$ cat src/rtl/clock_gen_pkg.sv
// Shared constants and types for the programmable clock-enable generator.
package clock_gen_pkg;

  // Divisor width large enough for 1 Hz from a 50 MHz system clock.
  localparam int DEF_DIV_W = 26;

  // Divisors for common rates at 50 MHz.
  localparam int DIV_5MHZ   = 10;
  localparam int DIV_1MHZ   = 50;
  localparam int DIV_100KHZ = 500;
  localparam int DIV_10KHZ  = 5_000;
  localparam int DIV_1KHZ   = 50_000;
  localparam int DIV_100HZ  = 500_000;
  localparam int DIV_10HZ   = 5_000_000;
  localparam int DIV_1HZ    = 50_000_000;

  // Registered outputs of one channel.
  typedef struct packed {
    logic tick;
    logic square;
    logic pending;
  } ch_out_t;

endpackage

$ cat src/rtl/clock_gen_channel.sv
// One clock-enable channel: down-counter, shadow divisor, tick and square.
module clock_gen_channel
  import clock_gen_pkg::*;
#(
  parameter int DIV_W       = DEF_DIV_W,
  parameter int DEFAULT_DIV = DIV_1MHZ
) (
  input  logic             clk,
  input  logic             reset,
  input  logic             wr,
  input  logic [DIV_W-1:0] wr_data,
  input  logic             sync,
  input  logic             en,
  output ch_out_t          out
);

  localparam logic [DIV_W-1:0] DEF_D = DIV_W'(DEFAULT_DIV);
  localparam logic [DIV_W-1:0] ONE   = DIV_W'(1);

  logic [DIV_W-1:0] d_q, d_d;
  logic [DIV_W-1:0] shadow_q, shadow_d;
  logic [DIV_W-1:0] cnt_q, cnt_d;
  logic [DIV_W-1:0] new_d;
  logic             pend_q, pend_d;
  logic             tick_q, tick_d;
  logic             square_q, square_d;
  logic             running, reload, apply;

  // Next-state: divisor hand-over, counting and output shaping.
  always_comb begin
    running  = en && (d_q != '0);
    reload   = running && (cnt_q == '0);
    // A write in the same cycle wins over an older pending shadow.
    new_d    = wr ? wr_data : (pend_q ? shadow_q : d_q);
    // Divisor changes take effect only where no period is in flight.
    apply    = sync || !running || reload;

    d_d      = d_q;
    shadow_d = shadow_q;
    pend_d   = pend_q;
    if (apply) begin
      d_d      = new_d;
      shadow_d = new_d;
      pend_d   = 1'b0;
    end else if (wr) begin
      shadow_d = wr_data;
      pend_d   = 1'b1;
    end

    // A zero divisor parks the counter where it is.
    if (d_d == '0)  cnt_d = cnt_q;
    else if (apply) cnt_d = d_d - ONE;
    else            cnt_d = cnt_q - ONE;

    tick_d   = reload && !sync && (d_d != '0);
    // High from the tick until the counter drops below floor(D/2).
    square_d = en && !sync && (d_d != '0) &&
               (tick_d || (square_q && (cnt_d >= (d_d >> 1))));
  end

  // State registers with synchronous reset.
  always_ff @(posedge clk) begin
    if (reset) begin
      d_q      <= DEF_D;
      shadow_q <= DEF_D;
      cnt_q    <= DEF_D - ONE;
      pend_q   <= 1'b0;
      tick_q   <= 1'b0;
      square_q <= 1'b0;
    end else begin
      d_q      <= d_d;
      shadow_q <= shadow_d;
      cnt_q    <= cnt_d;
      pend_q   <= pend_d;
      tick_q   <= tick_d;
      square_q <= square_d;
    end
  end

  assign out.tick    = tick_q;
  assign out.square  = square_q;
  assign out.pending = pend_q;

endmodule

$ cat src/rtl/prog_clock_generator.sv
// Multi-channel programmable clock-enable generator with shared sync and write bus.
module prog_clock_generator
  import clock_gen_pkg::*;
#(
  parameter int CHANNELS    = 4,
  parameter int DIV_W       = DEF_DIV_W,
  parameter int DEFAULT_DIV = DIV_1MHZ,
  parameter int ADDR_W      = 4
) (
  input  logic                clk,
  input  logic                reset,
  input  logic                wr_en,
  input  logic [ADDR_W-1:0]   wr_addr,
  input  logic [DIV_W-1:0]    wr_data,
  input  logic                sync,
  input  logic [CHANNELS-1:0] ch_enable,
  output logic [CHANNELS-1:0] tick,
  output logic [CHANNELS-1:0] square,
  output logic [CHANNELS-1:0] pending
);

  logic [CHANNELS-1:0] wr_ch;
  ch_out_t             ch_out [CHANNELS];

  // Address decode; out-of-range addresses select nothing.
  always_comb begin
    wr_ch = '0;
    for (int i = 0; i < CHANNELS; i++)
      wr_ch[i] = wr_en && (wr_addr == ADDR_W'(i));
  end

  for (genvar g = 0; g < CHANNELS; g++) begin : g_ch
    clock_gen_channel #(
      .DIV_W      (DIV_W),
      .DEFAULT_DIV(DEFAULT_DIV)
    ) u_ch (
      .clk    (clk),
      .reset  (reset),
      .wr     (wr_ch[g]),
      .wr_data(wr_data),
      .sync   (sync),
      .en     (ch_enable[g]),
      .out    (ch_out[g])
    );
    assign tick[g]    = ch_out[g].tick;
    assign square[g]  = ch_out[g].square;
    assign pending[g] = ch_out[g].pending;
  end

endmodule

$ cat config.mk
export PLATFORM = sky130hd
export DESIGN_NAME = prog_clock_generator
export DESIGN_NICKNAME = d
export VERILOG_FILES = /design/src/rtl/clock_gen_pkg.sv /design/src/rtl/clock_gen_channel.sv /design/src/rtl/prog_clock_generator.sv
export SDC_FILE = /design/constraint.sdc
export NUM_CORES = 1
export LEC_CHECK = 0
export ABC_CLOCK_PERIOD_IN_PS = 7200
export CORE_ASPECT_RATIO = 1.25
export CORE_MARGIN = 5
export CORE_UTILIZATION = 55
export CTS_BUF_LIST = sky130_fd_sc_hd__clkbuf_16
export DETAILED_ROUTE_END_ITERATION = 12
export DONT_BUFFER_PORTS = 1
export GPL_TIMING_DRIVEN = 0
export PLACE_DENSITY = 0.7
export REMOVE_ABC_BUFFERS = 1
export SKIP_CTS_REPAIR_TIMING = 1
export SYNTH_ARGS = -nofsm -noshare
export SYNTH_HDL_FRONTEND = slang
export SYNTH_SLANG_ARGS = --single-unit
$ cat constraint.sdc
create_clock -name clk -period 7.2 [get_ports clk]
set_clock_uncertainty 0.05 [all_clocks]
set_input_delay 0.72 -clock clk [delete_from_list [all_inputs] [get_ports clk]]
set_output_delay 0.72 -clock clk [all_outputs]
set_load 0.02 [all_outputs]
* Word-level counts from Yosys, hierarchy flattened *
Index checks and enable logic that the tools add are counted.

word-level totals
  register bits after elaboration = 324
  input bits = 38
  output and inout port bits = 12

cells by class
  add/subtract/negate cells = 8
  $lt $le $gt $ge = 4
  eq/ne operators = 3
  mux-type cells = 28
  reduce and logical (&&, ||, !) cells = 78

operators by type and width
  cell                                                                    count
  26-bit 2-to-1 mux                                                       28
  26-bit zero test                                                        8
  26-bit nonzero test                                                     8
  26-bit by 1-bit subtractor with 26-bit output (second input constant)   8
  26-bit by 25-bit greater-or-equal comparator with 1-bit output          4
  1-bit logical AND                                                       36
  1-bit logical OR                                                        12
  4-bit by 2-bit equality test with 1-bit output (second input constant)  2
  2-bit nonzero test                                                      4
  2-bit OR reduction                                                      4
  1-bit zero test                                                         5
  4-bit by 1-bit equality test with 1-bit output (second input constant)  1
  4-bit zero test                                                         1

* Logic depth before layout (Yosys ltp) *
  depth in word-level cells = 13
  gate-level depth with buffers = 27

* Modules after synthesis *
A second synthesis with hierarchy kept.

unflattened totals
  cells, all modules = 2875
  area total of the unflattened synthesis = 22227.6 um^2

by module, submodules not included
  module                                 times used  cells each  area each (um^2)  sequential area each (um^2)
  clock_gen_channel at g_ch[0].u_ch ...  2           711         5474.0            1621.6
  clock_gen_channel at g_ch[2].u_ch      1           731         5666.7            1621.6
  clock_gen_channel at g_ch[3].u_ch      1           717         5547.8            1621.6
  prog_clock_generator                   1           5           65.1              0.0

* Worst setup path after synthesis *
No wires, ideal clock.

  kind = reg2reg
  start = register g_ch[3].u_ch.d_q[11]
  end = register g_ch[3].u_ch.square_q
  arrival = 6.086 ns
  setup slack = 0.969 ns
  cell stages (with the launch flop) = 27
  buffers on the path = 4
  period minus slack after synthesis = 6.231 ns
  path through = dfxtp_1 > or4_1 > nor4_1 > and3_1 > clkbuf_1 > nor2_1 > clkbuf_1 > clkbuf_1 > clkbuf_1 > a21oi_1 > ha_1 > or4b_2 > nor3_1 > nand2_1 > nor3_1 > o221ai_1 > o31a_1 > o21ai_0 > a21oi_1 > ha_1 > nand3_1 > or2_2 > nor3_1 > a211oi_1 > o21ai_0 > nor3b_1 > a221oi_1

between the ends
  word-level cells in the longest chain between the ends = 13

ends and longest elaborated chain
  element                                                             line                     text
  from (decl)                                                         clock_gen_channel.sv:20  logic [DIV_W-1:0] d_q, d_d;
  from (signal assigned)                                              clock_gen_channel.sv:64  d_q <= DEF_D;
  from (signal assigned)                                              clock_gen_channel.sv:71  d_q <= d_d;
  26-bit nonzero test                                                 clock_gen_channel.sv:31  running = en && (d_q != '0);
  1-bit logical AND                                                   clock_gen_channel.sv:31
  1-bit zero test                                                     clock_gen_channel.sv:36  apply = sync || !running || reload;
  1-bit logical OR (2 in a row)                                       clock_gen_channel.sv:36
  26-bit 2-to-1 mux                                                   clock_gen_channel.sv:41  if (apply) begin
  26-bit by 1-bit subtractor with 26-bit output                       clock_gen_channel.sv:52  else if (apply) cnt_d = d_d - ONE;
  26-bit 2-to-1 mux                                                   clock_gen_channel.sv:52
  26-bit 2-to-1 mux (*)                                               clock_gen_channel.sv:51  if (d_d == '0) cnt_d = cnt_q;
  named net g_ch[3].u_ch.cnt_d[18]                                    clock_gen_channel.sv:22  logic [DIV_W-1:0] cnt_q, cnt_d;
  26-bit by 25-bit greater-or-equal comparator with 1-bit output (*)  clock_gen_channel.sv:58  (tick_d || (square_q && (cnt_d >= (d_d >> 1))));
  1-bit logical AND (*)                                               clock_gen_channel.sv:58
  1-bit logical OR (*)                                                clock_gen_channel.sv:58
  1-bit logical AND (*)                                               clock_gen_channel.sv:57  square_d = en && !sync && (d_d != '0) &&
  to (signal assigned)                                                clock_gen_channel.sv:76  square_q <= square_d;
  to (decl)                                                           clock_gen_channel.sv:26  logic square_q, square_d;

The timed path passes the listed nets; every way through them passes the cells marked *.
A chain may end at the register's enable or synchronous reset.

* Worst setup path in the final report *
  start = input port wr_addr[0]
  end = register g_ch[2].u_ch.square_q

between the ends
  word-level cells in the longest chain between the ends = 11

ends and longest elaborated chain
  element                                                             line                        text
  from (decl)                                                         prog_clock_generator.sv:13  input logic [ADDR_W-1:0] wr_addr,
  4-bit by 2-bit equality test with 1-bit output (*)                  prog_clock_generator.sv:29  wr_ch[i] = wr_en && (wr_addr == ADDR_W'(i));
  1-bit logical AND (*)                                               prog_clock_generator.sv:29
  26-bit 2-to-1 mux (*)                                               clock_gen_channel.sv:34     new_d = wr ? wr_data : (pend_q ? shadow_q : d_q);
  26-bit 2-to-1 mux (*)                                               clock_gen_channel.sv:41
  26-bit by 1-bit subtractor with 26-bit output                       clock_gen_channel.sv:52
  26-bit 2-to-1 mux                                                   clock_gen_channel.sv:52
  26-bit 2-to-1 mux (*)                                               clock_gen_channel.sv:51
  named net g_ch[2].u_ch.cnt_d[20]                                    clock_gen_channel.sv:22
  26-bit by 25-bit greater-or-equal comparator with 1-bit output (*)  clock_gen_channel.sv:58
  1-bit logical AND (*)                                               clock_gen_channel.sv:58
  1-bit logical OR (*)                                                clock_gen_channel.sv:58
  1-bit logical AND (*)                                               clock_gen_channel.sv:57
  to (signal assigned)                                                clock_gen_channel.sv:76
  to (decl)                                                           clock_gen_channel.sv:26

Marks and branches as above.

==> run metrics <==
Synth Instances=3238; CTS root buf=clkbuf_16; Tmin final=around 7000 ps; post-DR wirelength/cell=around 24 microns; TritonCTS Buffers=38; Leak Pwr=roughly 9.6 nW; clock latency on the worst-skew pair=between 500 and 600 ps; final worst slack=roughly 70 ps; antenna viol nets, final=0; clk buf depth=3; worst endpoint data arrival time=7540 ps; startpoint types=input pin; die height=around 240 microns; design area=25800 sq um; ys flop type=dfxtp_1; GRT Overall Usage=a little over a third; total negative slack=0 ps; 1st-iter DRT viols=between 2000 and 3000; I/O pin cnt=50; vias=26088; CP Max Fanout=31; CTS tree=yes; post-synth top area share=around 27%; initial antenna violation count=4; H-tree Lvls=2; ys async rst share=0%; Worst-path clk slew=~60 ps; Yosys cell types=99; core area=between 40000 and 50000 sq um; Setup Crit Path Kind=input pin to flop; Port Buffers=0; Final setup viols=0; Peak supply drop=0.164 mV; status=finished clean; Area Overhead vs Synth=7.20%; Residual DRC=0; Layout fillers=approximately 4000; Placement Cell Area=~24000 sq um; hold_ws=approximately 210 ps; Least-Margin Pin Slew=around 1300 ps; Slew Viols, Final=0; maximum number of pins on one net before global-route repair=about 260; clock sink count=between 300 and 400; GPL Wtd Cong=~0.97; CP Capture Type=flop; Final Cycle Share=a little under 100%; Cell Count Post-Placement=~3600; Synth Warn #=0; first-pass GRT wire length=139 mm; share of cells above drive strength 1=about 6.4%; RSZ-0062 raised after global routing=true; initial core utilization=~56%; Power per Cell Area=186 nW/um^2; Post-synth EDFFs=0; DR vias/cell=between 7 and 8; detailed placer's ending HPWL=~61 mm; Final Hold Fails=0; slew margin rel.=11.2%; vias in the first global route=between 20000 and 25000; Req. time, crit path=7610 ps; Seq/Total Area, Yosys=27.0%; total grt overflow=0; Min-Delay Path Class=input pin to flop; Avg Inst Size Synth=~7.4 sq um; drt total wl=89.2 mm; pre-CTS WS=-593 ps; Post-Layout Cell Count=between 3000 and 4000; Achievable Freq=140 MHz; Die X=just under 200 microns; FF+latch count, synth=324; die area=~48000 sq um; Rows=85; Synth area leader=dfxtp_1; post-synth design cell area=between 20000 and 25000 sq um; Max-Cap Viols=0; layout net count=about 3200; drt pass-1 iters=6; synth top area cells=dfxtp_1 (27%), nor2_1 (6.5%), mux2i_1 (5.8%), a21oi_1 (5.7%), nand2_1 (5.5%)
[path summary, 6_finish.rpt]
check                           slack, ps                      start  cells after the start                        end
worst min-delay path                  210                      reset                      1     g_ch[3].u_ch.cnt_q[25]
worst min register to register        430  g_ch[1].u_ch.shadow_q[12]                      2  g_ch[1].u_ch.shadow_q[12]
worst max-delay path                   70                 wr_addr[0]                     20      g_ch[2].u_ch.square_q
worst max register to register        160        g_ch[2].u_ch.d_q[2]                     23      g_ch[2].u_ch.square_q
[through the flow]
step                total power, mW  util, %
floorplan                      2.51        -
global placement               2.72     55.0
detailed placement             2.76     56.5
CTS                            4.78     59.4
global route                   4.95     59.7
finish                         4.80     59.7
[registers in the layout, indices dropped and copies added, names as in the netlist]
register / count
g_ch.u_ch.shadow_q: 104
g_ch.u_ch.cnt_q: 104
g_ch.u_ch.square_q: 4
g_ch.u_ch.pend_q: 4
g_ch.u_ch.tick_q: 4
g_ch.u_ch.d_q: 104
[cell usage in the layout, fill, tap and decap left out, types with 17 or more instances in the layout]
cell type  count
nand3_1       67
nor2_1       403
a21o_1        64
o21ai_0      136
o21a_1        18
a211oi_1      56
inv_1         34
o22ai_1       21
or3_1         29
nand2_1      347
o31ai_1       31
o211ai_1      31
and3_1        39
mux2_2        28
nor3_1       151
ha_1         104
a21oi_1      275
nor2b_1       22
nor4_1        76
nor3b_1       17
nand4_1       33
a21boi_0      19
or4_1         26
nand2b_1      26
mux2i_1      139
and2_1        25
a311oi_1      76
dfxtp_1      320
xnor2_1       21
clkbuf_16     39
a31oi_1       32
a221oi_1      22
[final cells by class]
type	count	area, sq um	area share [%]
Multi-Input combinational cell	2633	16600	64.5
Antenna cell	5	12.5	0.0485
Clock buffer	39	976	3.78
Sequential cell	324	6490	25.2
Inverter	30	116	0.451
Clock inverter	28	273	1.06
Timing Repair Buffer	36	594	2.30
Tap cell	565	707	2.74
[per-layer routing]
layer	GRT usage [%]	part of all wire, %	vias up
li1	-	-	11824
met1	44.2	39	12392
met2	56.3	44	1460
met3	7.12	9.3	408
met4	21.6	7.3	4
met5	0	0.034	-
[cells in the mapped netlist, types with 22 or more instances]
| library cell | number |
|---|---|
| a211oi_1 | 56 |
| a21o_1 | 64 |
| a21oi_1 | 275 |
| a221oi_1 | 22 |
| a311oi_1 | 76 |
| a31oi_1 | 32 |
| and2_1 | 25 |
| and3_1 | 40 |
| buf_1 | 32 |
| clkbuf_1 | 186 |
| dfxtp_1 | 324 |
| ha_1 | 104 |
| inv_1 | 29 |
| mux2_2 | 28 |
| mux2i_1 | 139 |
| nand2_1 | 354 |
| nand2b_1 | 26 |
| nand3_1 | 67 |
| nand4_1 | 33 |
| nor2_1 | 414 |
| nor2b_1 | 22 |
| nor3_1 | 153 |
| nor4_1 | 80 |
| o211ai_1 | 31 |
| o21ai_0 | 137 |
| o31ai_1 | 33 |
| or3_1 | 29 |
| or4_1 | 26 |
[cells by family after synthesis]
| group | after synthesis | share of synthesized area, % |
|---|---|---|
| simple gates | 1355 | 27.0 |
| compound gates | 972 | 27.5 |
| flops | 324 | 27.0 |
| buf+inv | 283 | 4.79 |
| mux | 167 | 7.09 |
| fa+ha+maj | 104 | 5.41 |
| xor+xnor | 33 | 1.20 |
[worst max-delay path, cell delays in order]
cell and delay, ps:
or4b_2 1110, nor3_1 810, a211oi_1 190, a21oi_1 180, ha_1 320, or3b_2 510, nor3_1 360, nand2_1 110
nor3_1 520, nor2_1 430, nor3_1 330, mux2i_1 140, a211oi_1 350, ha_1 310, a21oi_1 130, nor2b_1 60
a2111oi_0 350, o21ai_0 150, a311oi_1 310, a31oi_1 110
[power by group]
group,switching [mW],internal [mW]
logic,0.512,0.314
registers,0.0746,1.85
clock network,0.849,1.19
No activity file was read; power rests on OpenSTA's default activity.
